## config.mk

```make
export PLATFORM = sky130hd
export DESIGN_NAME = eth_pll_speed_reconfig
export DESIGN_NICKNAME = d
export VERILOG_FILES = /design/src/rtl/eth_pll_reconfig_pkg.sv /design/src/rtl/eth_pll_mm_xact.sv /design/src/rtl/eth_pll_speed_reconfig.sv
export SDC_FILE = /design/constraint.sdc
export NUM_CORES = 1
export LEC_CHECK = 0
export BUFFER_PORTS_ARGS = -buffer_cell sky130_fd_sc_hd__buf_2
export CAP_MARGIN = 20
export CORE_MARGIN = 2
export CORE_UTILIZATION = 54
export DETAILED_ROUTE_END_ITERATION = 16
export GPL_TIMING_DRIVEN = 0
export PLACE_DENSITY = 0.81
export REMOVE_ABC_BUFFERS = 1
export SLEW_MARGIN = 25
export SYNTH_ARGS = -nofsm -noshare
export SYNTH_HDL_FRONTEND = slang
export SYNTH_SLANG_ARGS = --single-unit
```

## constraint.sdc

```tcl
create_clock -name clk -period 2.8 [get_ports clk]
set_input_delay 0.14 -clock clk [delete_from_list [all_inputs] [get_ports clk]]
set_output_delay 0.14 -clock clk [all_outputs]
set_load 0.01 [all_outputs]
```

## src/rtl/eth_pll_reconfig_pkg.sv

```systemverilog
// Shared constants, FSM states and C-counter word builder for the Ethernet PLL retune logic.
package eth_pll_reconfig_pkg;

  localparam int unsigned ADDR_W    = 6;
  localparam int unsigned DATA_W    = 32;
  localparam int unsigned CNT_IDX_W = 5;

  // altera_pll_reconfig register map
  localparam logic [ADDR_W-1:0] REG_MODE   = 6'd0;
  localparam logic [ADDR_W-1:0] REG_STATUS = 6'd1;
  localparam logic [ADDR_W-1:0] REG_START  = 6'd2;
  localparam logic [ADDR_W-1:0] REG_C_CNT  = 6'd5;

  // MAC speed encoding
  localparam logic [1:0] SPEED_10M   = 2'b00;
  localparam logic [1:0] SPEED_100M  = 2'b01;
  localparam logic [1:0] SPEED_1000M = 2'b10;
  localparam logic [1:0] SPEED_ILL   = 2'b11;

  typedef enum logic [2:0] {
    ST_IDLE,
    ST_WR_MODE,
    ST_WR_CNT,
    ST_WR_START,
    ST_RD_STATUS,
    ST_WAIT_LOCK,
    ST_DONE,
    ST_ERR
  } state_e;

  // C-counter register payload
  typedef struct packed {
    logic [8:0]           rsvd;
    logic [CNT_IDX_W-1:0] idx;
    logic                 odd;
    logic                 bypass;
    logic [7:0]           hi;
    logic [7:0]           lo;
  } c_cnt_t;

  // C-counter word for a 375 MHz VCO: /3 -> 125 MHz, /15 -> 25 MHz, /150 -> 2.5 MHz
  function automatic logic [DATA_W-1:0] c_cnt_word(input logic [1:0] speed,
                                                   input logic [CNT_IDX_W-1:0] idx);
    c_cnt_t w;
    w.rsvd   = 9'd0;
    w.idx    = idx;
    w.bypass = 1'b0;
    case (speed)
      SPEED_1000M: begin w.hi = 8'd2;  w.lo = 8'd1;  w.odd = 1'b1; end
      SPEED_100M:  begin w.hi = 8'd8;  w.lo = 8'd7;  w.odd = 1'b1; end
      default:     begin w.hi = 8'd75; w.lo = 8'd75; w.odd = 1'b0; end
    endcase
    return DATA_W'(w);
  endfunction

endpackage

```

## src/rtl/eth_pll_mm_xact.sv

```systemverilog
// Single-transaction Avalon-MM engine: latches one command, holds it across waitrequest.
module eth_pll_mm_xact
  import eth_pll_reconfig_pkg::*;
(
  input  logic              clk,
  input  logic              rst,
  input  logic              cmd_rd,
  input  logic              cmd_wr,
  input  logic [ADDR_W-1:0] cmd_addr,
  input  logic [DATA_W-1:0] cmd_data,
  output logic              xact_done_c,
  output logic [DATA_W-1:0] rd_data_c,
  output logic [ADDR_W-1:0] mgmt_address,
  output logic              mgmt_read,
  output logic              mgmt_write,
  output logic [DATA_W-1:0] mgmt_writedata,
  input  logic [DATA_W-1:0] mgmt_readdata,
  input  logic              mgmt_waitrequest
);

  // Transfer completes in the cycle the strobe meets a low waitrequest; read data is zero-latency
  assign xact_done_c = (mgmt_read | mgmt_write) & ~mgmt_waitrequest;
  assign rd_data_c   = mgmt_readdata;

  // Launch a command when idle, drop the strobe on completion
  always_ff @(posedge clk or posedge rst) begin
    if (rst) begin
      mgmt_read      <= 1'b0;
      mgmt_write     <= 1'b0;
      mgmt_address   <= '0;
      mgmt_writedata <= '0;
    end else if (xact_done_c) begin
      mgmt_read  <= 1'b0;
      mgmt_write <= 1'b0;
    end else if (!(mgmt_read || mgmt_write) && (cmd_rd || cmd_wr)) begin
      mgmt_read      <= cmd_rd;
      mgmt_write     <= cmd_wr & ~cmd_rd;
      mgmt_address   <= cmd_addr;
      mgmt_writedata <= cmd_data;
    end
  end

endmodule

```

## src/rtl/eth_pll_speed_reconfig.sv

```systemverilog
// Retunes the Ethernet PLL C counters through altera_pll_reconfig on a MAC speed change.
module eth_pll_speed_reconfig
  import eth_pll_reconfig_pkg::*;
#(
  parameter int unsigned N_CNT        = 6,
  parameter int unsigned POLL_LIMIT   = 1023,
  parameter int unsigned LOCK_TIMEOUT = 65535,
  parameter int unsigned LOCK_STABLE  = 16
) (
  input  logic              clk,
  input  logic              rst,
  input  logic              req,
  input  logic [1:0]        speed_req,
  output logic              busy,
  output logic              done,
  output logic              error,
  output logic [1:0]        cur_speed,
  output logic [ADDR_W-1:0] mgmt_address,
  output logic              mgmt_read,
  output logic              mgmt_write,
  output logic [DATA_W-1:0] mgmt_writedata,
  input  logic [DATA_W-1:0] mgmt_readdata,
  input  logic              mgmt_waitrequest,
  input  logic              pll_locked
);

  localparam int unsigned IDX_W  = (N_CNT > 1) ? $clog2(N_CNT) : 1;
  localparam int unsigned POLL_W = $clog2(POLL_LIMIT + 1);
  localparam int unsigned LOCK_W = $clog2(LOCK_TIMEOUT + 1);
  localparam int unsigned STAB_W = $clog2(LOCK_STABLE + 1);

  state_e              state_q, state_d;
  logic                pending_q, pending_d;
  logic [1:0]          speed_q, speed_d;
  logic [IDX_W-1:0]    k_q, k_d;
  logic [POLL_W-1:0]   poll_q, poll_d;
  logic [STAB_W-1:0]   stab_q, stab_d;
  logic [LOCK_W-1:0]   cyc_q, cyc_d;
  logic                busy_d, done_d, error_d;
  logic [1:0]          cur_speed_d;
  logic [1:0]          lock_sync;
  logic                bus_st_c;
  logic                cmd_rd_c, cmd_wr_c;
  logic [ADDR_W-1:0]   cmd_addr_c;
  logic [DATA_W-1:0]   cmd_data_c;
  logic                xact_done_c;
  logic [DATA_W-1:0]   rd_data_c;
  logic                unused_rd_bits;

  // Only the status done bit matters
  assign unused_rd_bits = ^rd_data_c[DATA_W-1:1];

  eth_pll_mm_xact u_xact (
    .clk              (clk),
    .rst              (rst),
    .cmd_rd           (cmd_rd_c),
    .cmd_wr           (cmd_wr_c),
    .cmd_addr         (cmd_addr_c),
    .cmd_data         (cmd_data_c),
    .xact_done_c      (xact_done_c),
    .rd_data_c        (rd_data_c),
    .mgmt_address     (mgmt_address),
    .mgmt_read        (mgmt_read),
    .mgmt_write       (mgmt_write),
    .mgmt_writedata   (mgmt_writedata),
    .mgmt_readdata    (mgmt_readdata),
    .mgmt_waitrequest (mgmt_waitrequest)
  );

  // Two-flop synchroniser for the asynchronous lock indicator
  always_ff @(posedge clk or posedge rst) begin
    if (rst) lock_sync <= 2'b00;
    else     lock_sync <= {lock_sync[0], pll_locked};
  end

  // State and registered outputs
  always_ff @(posedge clk or posedge rst) begin
    if (rst) begin
      state_q   <= ST_IDLE;
      pending_q <= 1'b0;
      speed_q   <= SPEED_1000M;
      k_q       <= '0;
      poll_q    <= '0;
      stab_q    <= '0;
      cyc_q     <= '0;
      busy      <= 1'b0;
      done      <= 1'b0;
      error     <= 1'b0;
      cur_speed <= SPEED_1000M;
    end else begin
      state_q   <= state_d;
      pending_q <= pending_d;
      speed_q   <= speed_d;
      k_q       <= k_d;
      poll_q    <= poll_d;
      stab_q    <= stab_d;
      cyc_q     <= cyc_d;
      busy      <= busy_d;
      done      <= done_d;
      error     <= error_d;
      cur_speed <= cur_speed_d;
    end
  end

  // Next state, bus commands and output updates
  always_comb begin
    state_d     = state_q;
    pending_d   = pending_q;
    speed_d     = speed_q;
    k_d         = k_q;
    poll_d      = poll_q;
    stab_d      = stab_q;
    cyc_d       = cyc_q;
    busy_d      = busy;
    done_d      = 1'b0;
    error_d     = error;
    cur_speed_d = cur_speed;
    bus_st_c    = 1'b0;
    cmd_rd_c    = 1'b0;
    cmd_wr_c    = 1'b0;
    cmd_addr_c  = '0;
    cmd_data_c  = '0;

    case (state_q)
      ST_IDLE: begin
        if (req) begin
          error_d   = 1'b0;
          busy_d    = 1'b1;
          pending_d = 1'b0;
          k_d       = '0;
          poll_d    = '0;
          if (speed_req == SPEED_ILL) begin
            state_d = ST_ERR;
          end else begin
            speed_d = speed_req;
            state_d = ST_WR_MODE;
          end
        end
      end
      ST_WR_MODE: begin
        bus_st_c   = 1'b1;
        cmd_addr_c = REG_MODE;
        cmd_data_c = DATA_W'(1);
        if (xact_done_c) state_d = ST_WR_CNT;
      end
      ST_WR_CNT: begin
        bus_st_c   = 1'b1;
        cmd_addr_c = REG_C_CNT;
        cmd_data_c = c_cnt_word(speed_q, CNT_IDX_W'(k_q));
        if (xact_done_c) begin
          if (k_q == IDX_W'(N_CNT - 1)) state_d = ST_WR_START;
          else                          k_d     = k_q + IDX_W'(1);
        end
      end
      ST_WR_START: begin
        bus_st_c   = 1'b1;
        cmd_addr_c = REG_START;
        cmd_data_c = DATA_W'(1);
        if (xact_done_c) state_d = ST_RD_STATUS;
      end
      ST_RD_STATUS: begin
        bus_st_c   = 1'b1;
        cmd_addr_c = REG_STATUS;
        if (xact_done_c) begin
          if (rd_data_c[0]) begin
            state_d = ST_WAIT_LOCK;
            stab_d  = '0;
            cyc_d   = '0;
          end else if (poll_q >= POLL_W'(POLL_LIMIT - 1)) begin
            state_d = ST_ERR;
          end else begin
            poll_d = poll_q + POLL_W'(1);
          end
        end
      end
      ST_WAIT_LOCK: begin
        if (lock_sync[1]) begin
          if (stab_q != STAB_W'(LOCK_STABLE)) stab_d = stab_q + STAB_W'(1);
        end else begin
          stab_d = '0;
        end
        if (cyc_q != LOCK_W'(LOCK_TIMEOUT)) cyc_d = cyc_q + LOCK_W'(1);
        if (lock_sync[1] && (stab_q >= STAB_W'(LOCK_STABLE - 1))) state_d = ST_DONE;
        else if (cyc_q >= LOCK_W'(LOCK_TIMEOUT - 1))             state_d = ST_ERR;
      end
      ST_DONE: begin
        done_d      = 1'b1;
        busy_d      = 1'b0;
        cur_speed_d = speed_q;
        state_d     = ST_IDLE;
      end
      ST_ERR: begin
        error_d = 1'b1;
        busy_d  = 1'b0;
        state_d = ST_IDLE;
      end
      default: state_d = ST_IDLE;
    endcase

    // One command per bus state; wait for its completion before the next
    if (bus_st_c && !pending_q) begin
      cmd_rd_c  = (state_q == ST_RD_STATUS);
      cmd_wr_c  = ~cmd_rd_c;
      pending_d = 1'b1;
    end
    if (xact_done_c) pending_d = 1'b0;
  end

endmodule

```

==> key figures <==
Status
  – Status: completed

Worst setup path
  – Crit end category: flop
  – CP arrival: between 2 and 3 ns
  – Reg2reg path depth: 5
  – Critical path fanouts, max: 34
  – Number of cells on the critical path: 5
  – Slowest CP cell: or4b_1
  – Crit path to: poll_q[4]
  – Worst r2r src: state_q[0]
  – Crit path launch: state_q[0]
  – Buf+Inv Stages, Crit Path: 0
  – Startpoint class of the critical path: flop
  – Crit-path cells: or4b_1 -> o21ai_4 -> o21ai_2 -> or4_1 -> nand2_1
  – R2R setup slack: 0.42 ns
  – WP data required: a little over 3 ns
  – CP delay by family, top: simple AND/OR/NAND/NOR gates
  – Worst r2r dst: poll_q[4]
  – Max incr delay on CP: between 0.7 and 0.8 ns
  – CP Class: reg -> reg

Timing
  – Final setup margin: roughly 0.42 ns
  – Worst-margin pin slew: ~0.87 ns
  – Setup Skew: roughly 0.0038 ns
  – Hold Vio Cnt, Final: 0
  – Worst slew margin: between 40 and 50%
  – Minimum clock period: approximately 2.4 ns
  – Endpoints failing setup: 0
  – Max-slew violations: 0
  – RSZ-0062 raised after global routing: no
  – Fmax: approximately 420 MHz
  – Worst hold slack: roughly 0.05 ns
  – Final period util: 85.14%
  – Setup TNS: 0 ns

Die
  – Ports: between 80 and 90
  – Cell Rows: 29
  – Die Ht: approximately 84 µm
  – Core area: approximately 6200 µm²
  – Initial core utilization: roughly 55%
  – Die ar.: between 7000 and 8000 µm²
  – Die X: roughly 84 µm

Power
  – Peak VDD IR: ~0.6 mV
  – LEAKAGE: approximately 1.7 nW
  – Power density cells: approximately 850 nW/µm²

Cells and area
  – Layout area overhead: 9.444%
  – Multi-input logic area: approximately 1700 µm²
  – Layout Nets: between 400 and 500
  – Storage cell area: 1530 µm²
  – Fill count: 516
  – Inserted Diodes: 0
  – Share of layout cells above drive strength 1: 16.29%
  – Final Non-Filler Cells: between 400 and 500

Global route
  – Global route overflow: 0
  – First-pass GRT wire length: 12240 µm
  – Largest net degree at the start of global routing: 51
  – Vias in the first global route: 2674
  – Initial antenna violation count: 0
  – Gr usage total: 21.60%

Logic synthesis
  – #FFs+latches synth: 61
  – Largest cells by area after synthesis: dfrtp_1 43%, buf_4 5.9%, nand2_1 4.7%
  – Synth Flop Type: dfrtp_1
  – Area leader, netlist: dfrtp_1
  – Netlist cell types: just under 60
  – Cell Area, Synth: around 3400 µm²
  – Seq/Total Area, Yosys: between 40 and 50%
  – Avg Inst Size Synth: a little over 9 µm²
  – Top cell type's share of synthesized area: between 40% and 50%
  – Post-synthesis cell count: 370
  – Share of synthesized flip-flops with an asynchronous set or reset: 100.0%
  – Count of flip-flops with a built-in enable after synthesis: 0
  – Yosys warning count: 0

Routing
  – Post-route DRC: 0
  – 1st-iter DRT viols: 233
  – Drt pass-1 iters: 5
  – Vias per cell: 5.811
  – Wirelength per Cell: roughly 15 µm
  – Via count: 2766
  – Post-route ant nets: 0
  – Final wirelength: around 7000 µm

Clocking
  – Clk root buf: clkbuf_8
  – Clock transition at path regs: 0.07 ns
  – Clock sink count: 61
  – CTS Buf Count: 9
  – Clock buffer depth: 2
  – Max H-tree Level: 3
  – TritonCTS clock tree: done
  – Skew-Pair Late Insertion Delay: around 0.34 ns

Job
  – Max-cap violations: 0

Placed design
  – Final GP Congestion: between 0.8 and 0.9
  – Port Buffers: 30
  – Place WS: between 0.2 and 0.3 ns
  – Dpl hpwl: around 4800 µm
  – Post-Place Cells: around 460

Min path
  – Hold WC Path Type: in -> reg
## layout by cell type (no fill, tap or decap), drive strengths merged, types with 12 or more instances in the layout
| master | n |
|---|---|
| clkbuf | 12 |
| nand3 | 20 |
| ha | 12 |
| inv | 12 |
| o21ai | 31 |
| nor2 | 20 |
| nand2 | 43 |
| buf | 31 |
| conb | 22 |
| dfrtp | 59 |
| a21oi | 17 |
## synthesized netlist by cell type (3+ instances only)
library cell   n
clkbuf_1       8
nor2b_1        5
nand2_1       43
and4_1         4
mux2i_1        3
nand3_1       20
nand4_1        5
o31ai_1       11
nor3_1         7
o21ai_0       29
a21oi_1       16
buf_2          5
and3_1         5
or4_1          4
mux2_2         3
dfrtp_1       59
buf_4         27
and2_1         3
nor4_1         3
a21o_1         3
nand2b_1       6
o211ai_1       3
a22o_1         3
xnor2_1        3
inv_1         12
or3_1          9
nor2_1        20
ha_1          12
## layout make-up
type	count	area share, %
Multi-Input combinational cell	277	44.77
Sequential cell	61	40.59
Timing Repair Buffer	33	5.244
Clock buffer	12	4.381
Tap cell	77	2.556
Inverter	12	1.261
Clock inverter	4	1.195
## per-stage QoR
stage,instance area (µm²),power (mW),util [%]
4_1_cts,3769,3.222,60.38
3_3_place_gp,3508,2.332,56.21
5_1_grt,3770,3.440,60.41
3_5_place_dp,3538,2.393,56.70
6_report,3770,3.212,60.41
2_1_floorplan,3262,2.036,-
## flip-flops by register name, summed over array words and instances, names as in the netlist, 2 cells and up
register               flops
speed_q                    2
lock_sync                  2
stab_q                     5
state_q                    3
k_q                        3
cyc_q                     16
u_xact.mgmt_writedata      9
u_xact.mgmt_address        3
poll_q                    10
cur_speed                  2
## where the power goes
part,total [mW],switching (mW),internal [mW]
Clock,0.827,0.348,0.479
Combinational,1.02,0.626,0.395
Sequential,1.36,0.274,1.09
## routing by layer
metal | global-route usage [%] | part of all wire (%) | vias to the layer above
met5 | 0 | 0 | -
met4 | 7.771 | 1.7 | 0
met3 | 6.034 | 3.7 | 10
met2 | 34.76 | 51 | 62
met1 | 28.09 | 43 | 1366
li1 | - | - | 1328
## worst min-delay path by stage
stage / start / endpoint / depth (start not counted)
final: mgmt_waitrequest / u_xact.mgmt_read / 3
after floorplan: pll_locked / lock_sync[0] / 0
after global placement: pll_locked / lock_sync[0] / 1
after CTS: mgmt_waitrequest / u_xact.mgmt_read / 3
after detailed placement: rst / lock_sync[0] / 2
after global routing: mgmt_waitrequest / u_xact.mgmt_read / 3
## tightest hold or removal path: cells and delay by family
kind                   cells  cell delay (ns)
buffers and inverters      1             0.10
and+or+nand+nor            1             0.05
AOI/OAI and AO/OA          1             0.06
## cells by family after synthesis
logic type	share of synthesized area, %
AND/OR/NAND/NOR	21.76
XOR/XNOR	1.272
buffers and inverters	8.899
adder cells (fa/ha/maj)	4.359
other	0.1089
AO/OA/AOI/OAI	17.36
multiplexers	1.852
flip-flops	44.39
## repair_timing
action                                 CTS  global route
hold buffers                             2             0
endpoints found under the hold margin   60             0
resized for setup                        0             0
setup buffers                            0             0
Power figures use the tool's default switching activity.
